**src/rtl/writeback_regfile.sv**
```systemverilog
// RV32I writeback result mux + 32x32 register file with write-through reads and commit counter.
// Reads and ResultW are zero-cycle combinational; writes land on the next edge; no backpressure.
module writeback_regfile #(
    parameter int          XLEN       = 32,
    parameter int          NREGS      = 32,
    parameter int          AW         = 5,
    parameter logic [31:0] WB_CNT_RST = 32'h0
) (
    input  logic            clk,
    input  logic            rst_n,
    input  logic            RegWriteW,
    input  logic [1:0]      ResultSrcW,
    input  logic [XLEN-1:0] ALUResultW,
    input  logic [XLEN-1:0] ReadDataW,
    input  logic [XLEN-1:0] PCPlus4W,
    input  logic [XLEN-1:0] ImmExtW,
    input  logic [AW-1:0]   RdW,
    input  logic [AW-1:0]   Rs1D,
    input  logic [AW-1:0]   Rs2D,
    output logic [XLEN-1:0] RD1D,
    output logic [XLEN-1:0] RD2D,
    output logic [XLEN-1:0] ResultW,
    output logic [31:0]     WbCountW
);

    localparam logic [1:0] SRC_ALU = 2'b00;
    localparam logic [1:0] SRC_MEM = 2'b01;
    localparam logic [1:0] SRC_PC4 = 2'b10;
    localparam logic [1:0] SRC_IMM = 2'b11;

    logic [XLEN-1:0] r_regs [0:NREGS-1];
    logic [31:0]     r_wb_count;
    logic            w_commit;
    logic [XLEN-1:0] w_result;

    always_comb begin
        w_result = ALUResultW;
        unique case (ResultSrcW)
            SRC_ALU: w_result = ALUResultW;
            SRC_MEM: w_result = ReadDataW;
            SRC_PC4: w_result = PCPlus4W;
            SRC_IMM: w_result = ImmExtW;
        endcase
    end

    assign ResultW  = w_result;
    assign w_commit = RegWriteW && (RdW != '0);

    // Entry 0 is only ever written with zero, so x0 is hard-wired by construction.
    always_ff @(posedge clk) begin
        if (!rst_n) begin
            for (int i = 0; i < NREGS; i++) begin
                r_regs[i] <= '0;
            end
            r_wb_count <= WB_CNT_RST;
        end else if (w_commit) begin
            r_regs[RdW] <= w_result;
            r_wb_count  <= r_wb_count + 32'd1;
        end
    end

    // Outputs are gated by rst_n so nothing uninitialised leaks out during the first reset cycle.
    function automatic logic [XLEN-1:0] read_port(input logic [AW-1:0] rs);
        logic [XLEN-1:0] v;
        v = '0;
        if (rst_n && (rs != '0)) begin
            if (RegWriteW && (RdW == rs)) v = w_result;
            else                          v = r_regs[rs];
        end
        return v;
    endfunction

    assign RD1D     = read_port(Rs1D);
    assign RD2D     = read_port(Rs2D);
    assign WbCountW = rst_n ? r_wb_count : 32'h0;

endmodule

```
**config.mk**
```make
export PLATFORM = sky130hd
export DESIGN_NAME = writeback_regfile
export DESIGN_NICKNAME = d
export VERILOG_FILES = /design/src/rtl/writeback_regfile.sv
export SDC_FILE = /design/constraint.sdc
export NUM_CORES = 2
export LEC_CHECK = 0
export ABC_AREA = 0
export CORE_MARGIN = 5
export CORE_UTILIZATION = 50
export DETAILED_ROUTE_END_ITERATION = 6
export PLACE_DENSITY = 0.78
export SLEW_MARGIN = 20
export SYNTH_ARGS = -nofsm -noshare
export SYNTH_HDL_FRONTEND = slang
export SYNTH_SLANG_ARGS = --single-unit
```
**constraint.sdc**
```tcl
create_clock -name clk -period 3.12 [get_ports clk]
set_clock_uncertainty 0.2 [all_clocks]
set_input_delay 0.312 -clock clk [delete_from_list [all_inputs] [get_ports clk]]
set_output_delay 0.312 -clock clk [all_outputs]
set_load 0.01 [all_outputs]
```
# Yosys cells after proc, flatten, opt, wreduce, memory -nomap -nowiden
# Memories as Yosys holds them, arrays and structs flattened.
# Index checks and enable logic that the tools add are counted.
[totals]
rom_bits = 0
reg_bits = 32
inputBits = 148
mem_bits_rw = 1024
word_cells = 31
n_memories = 1
latchBits = 0
[mem_list]
columns = ["name", "words", "width", "rd", "rd_ports_with_merged_regs", "write_ports", "line_no", "text"]
rows = [
  ["r_regs", 32, 32, 2, 0, 32, "31", "logic [XLEN-1:0] r_regs [0:NREGS-1];"],
]
[classes]
n_shift = 0
div_mod_pow = 0
bitwise_logic = 0
addsub = 1
eq_ne = 5
muxes = 13
order_cmp = 0
mul = 0
reduce_logical = 10
[ops]
columns = ["op", "n"]
rows = [
  ["2-to-1 mux 32 bit", 6],
  ["case mux 32 bit (4 select lines)", 1],
  ["adder 32 x 1 -> 32 bit (second input constant)", 1],
  ["OR reduction 32 bit", 1],
  ["nonzero test 5 bit", 3],
  ["== test 5 bit", 2],
  ["logical AND 1 bit", 5],
  ["2-to-1 mux 1 bit", 5],
  ["2-to-1 mux 5 bit", 1],
  ["== test 2 bit (second input constant)", 2],
  ["== test 2 x 1 -> 1 bit (second input constant)", 1],
  ["logical NOT 2 bit", 1],
]

# Logic depth before layout (Yosys ltp)
[depth]
depth_word = 7
mapped_depth = 9

# Worst setup path after synthesis
# Ideal clock, no wire load.
[synth_path]
path_type = "input port to flip-flop"
start = "input RegWriteW"
end = "memory r_regs[14][0], enable pin"
slack_ns = 0.259
setup_time_ns = 0.389
stages = 6
arrival_ns = 2.271
required_time_ns = 2.531
cell_sequence = "clkbuf_1 nand2_1 nor3_1 nand2_1 clkbuf_1 nand2_1"
[synth_rtl]
columns = ["item", "line_no", "text"]
rows = [
  ["start, declared", "11", "input logic RegWriteW,"],
  ["end, declared", "31", ""],
]

==> summary.txt <==
Outcome
  • Status: complete, but fails checks
  • Violated checks: negative setup slack

STA
  • Max Clk Rate: 307.2 MHz
  • Final-report setup violation count: 17
  • RSZ-0062 raised after global routing: yes
  • Tcrit/Tclk final: 1.043
  • Worst Slack Setup Final: -0.1356 ns
  • Final Max Tran Viols: 0
  • Final Hold Vio Count: 0
  • Final worst path period need: 3.256 ns
  • Worst hold slack: 0.1844 ns
  • Worst slew pin tran: 1.105 ns
  • Slew margin rel.: 0.2601

Logic synthesis
  • Mux contribution to synthesized area: 0.2456
  • Yosys cell types: 58
  • Most common flop cell mapped by yosys: edfxtp_1
  • Register area share after synthesis: 0.5605
  • Leading area contributor after synthesis: edfxtp_1
  • Simple-gate share of the synthesized area: 0.09252
  • Syn Area/Cell: 13.95 sq um
  • XOR/XNOR Fraction of Synth Area: 0.003128
  • Synth Register Bits: 1056
  • Post-Syn Area: 56000 sq um
  • Synth Instances: 4014
  • Synth top area share: 0.5491
  • Asr flop ratio synth: 0
  • Ys Warns: 0
  • Main combinational cell family by area after synthesis: multiplexers
  • Post-Synth Adder-Cell Area: 0.0002234
  • Post-synth EDFFs: 1024
  • Compound-cell area share of the yosys netlist: 0.05900
  • Synth top area cells: edfxtp_1 (55%), mux4_2 (19%), nor2_1 (6.9%)

Pwr
  • Pwr/cell area: 526.9 nW/um^2
  • PnR Total Power: 35.54 mW
  • LEAKAGE: about 25 nW
  • Max IR drop VDD: 0.0004950 V

Clock tree
  • Cts bufs inserted: approximately 100
  • Clk buf depth: 3
  • Clk sinks: 1056
  • Reg clk slew, reported paths: 0.06 ns
  • # H-tree levels: 3
  • CTS tree: yes
  • Clk root buf: clkbuf_16
  • Worst-Skew Late Latency: 0.68 ns
  • Hold_buf cts: 0

Place
  • Hpwl dp: 128300 microns
  • GPL Wtd Cong: between 0.9 and 1
  • Buffers on Ports: 275
  • Setup Slack @ Placement: -0.6707 ns
  • Placed Area: around 64000 sq um

Floorplanning
  • Core Box Area: 111000 sq um
  • Chip height: ~340 microns
  • Top-Level Pins: 276
  • FP Rows: around 120
  • Width of the chip: 344.7 microns
  • Die area: 118800 sq um
  • Initial Util: 0.5047

Worst setup path
  • Req. time, crit path: 2.61 ns
  • Critical path fanouts, max: 2
  • Kind of critical path: reg -> out
  • Worst path max stage delay: approximately 0.67 ns
  • Worst setup EP type: output port
  • Crit-path cells: buf_4 -> mux4_2 -> mux4_2 -> nand2_2 -> o221ai_2 -> buf_2
  • Critical path's most frequent cell: mux4_2
  • Critical path's slowest cell: mux4_2
  • Startpoint types: flip-flop
  • Data arrival, critical path: 2.74 ns

Detailed routing
  • Pre-antenna DRT Iters: 6
  • Total number of vias: 41930
  • Initial DRC count: 7031
  • Post-DRT Antenna Nets: 0
  • DRC violations left: 0
  • Via density: 6.950
  • Metal1 wirelength: 60910 microns
  • Avg WL per Cell: 33.17 microns
  • Met3 wire length: 33200 microns
  • Max layer used: met5
  • Met2 wire len: 90930 microns
  • Drt total wl: 200100 microns

GRT
  • Initial antenna violation count: 10
  • First-pass GRT wire length: 283800 microns
  • Largest net degree at the start of global routing: 43
  • Gr usage total: 0.3304
  • Vias in the first global route: 41880
  • Gr ovfl total: 0

Cells and area
  • Layout cells sized above 1: 0.3048
  • Layout Nets: 4602
  • FILL cells: 7850
  • Final Cell Area: 67450 sq um
  • Most common cell after layout, fill and taps aside: nor2_1
  • Footprint of the multi-input gates: approximately 23000 sq um
  • Layout area overhead: 20.44%
  • Reg area: 31390 sq um
  • Commonest non-fill, non-tap cells in the layout: nor2_1 (1030), edfxtp_1 (1024), mux4_2 (472)

Min path
  • Worst hold path class: in -> reg

Flow run
  • Number of max-cap violations: 0
[registers in the layout, summed over array words and instances (netlist names)]
signal / flops
r_wb_count: 32
r_regs: 1024
[final cells by class]
type | count | area share
Antenna cell | 4 | 0.0001484
Clock buffer | 117 | 0.03868
Clock inverter | 74 | 0.01245
Inverter | 42 | 0.002393
Multi-Input combinational cell | 2530 | 0.3424
Sequential cell | 1056 | 0.4654
Tap cell | 1488 | 0.02760
Timing Repair Buffer | 721 | 0.1109
[routing by layer]
layer	global-route usage	up-vias
li1	-	16290
met1	0.3931	20490
met2	0.5143	4101
met3	0.1252	1033
met4	0.1989	12
met5	0	-
[power breakdown]
part / internal, mW / total [mW] / switching, mW
Sequential: 16.3 / 16.7 / 0.431
Combinational: 2.54 / 5.86 / 3.33
Clock: 7.36 / 12.9 / 5.57
[path summary, 6_finish.rpt]
check	start	end	slack, ns	cells past startpoint
hold reg to reg	r_wb_count[15]	r_wb_count[15]	0.30	2
setup reg to reg	r_wb_count[2]	r_wb_count[13]	0.90	5
setup / recovery	r_regs[28][12]	RD1D[12]	-0.14	6
hold / removal	rst_n	r_wb_count[11]	0.18	5
[Yosys cell counts, types with 30 or more instances]
cell type / instances
a21oi_1: 30
o21ai_1: 43
edfxtp_1: 1024
clkbuf_1: 198
buf_2: 138
a221oi_1: 40
mux4_2: 472
mux2_2: 33
mux2i_1: 275
dfxtp_1: 32
o221ai_2: 53
a32oi_1: 54
o21a_1: 55
a22oi_1: 74
nand2_1: 165
inv_1: 41
nor2_1: 1032
[kinds of logic (layout without fill, tap and decap cells)]
| family | count (synthesis) | after routing |
|---|---|---|
| buffers and inverters | 459 | 954 |
| AO/OA/AOI/OAI | 396 | 396 |
| other | 1 | 36 |
| XOR/XNOR | 20 | 20 |
| adder cells (fa/ha/maj) | 1 | 1 |
| multiplexers | 780 | 780 |
| AND/OR/NAND/NOR | 1301 | 1301 |
| flip-flops | 1056 | 1056 |
[what timing repair did]
action / in CTS / in global routing
endpoints found under the setup margin: 64 / 46
hold endpoints to repair: 0 / 0
gates resized for setup: 256 / 49
pin swaps: 43 / 11
gates cloned: 0 / 1
setup buffers: 24 / 1
[per-stage QoR]
stage / setup TNS, ns / std cells / util
2_1_floorplan: 0 / 4045 / -
3_3_place_gp: -79.29 / 5816 / 0.5754
3_5_place_dp: -90.33 / 5816 / 0.5754
4_1_cts: -0.7910 / 6027 / 0.6070
5_1_grt: -1.474 / 6028 / 0.6077
6_report: -0.8752 / 6032 / 0.6078
[critical path, delay by kind of cell, from the launching register on]
family | cells | cell delay, ns
compound gates | 1 | 0.08
buf+inv | 2 | 0.31
flops | 1 | 0.41
mux | 2 | 1.12
simple gates | 1 | 0.13
Power figures use the tool's default switching activity.
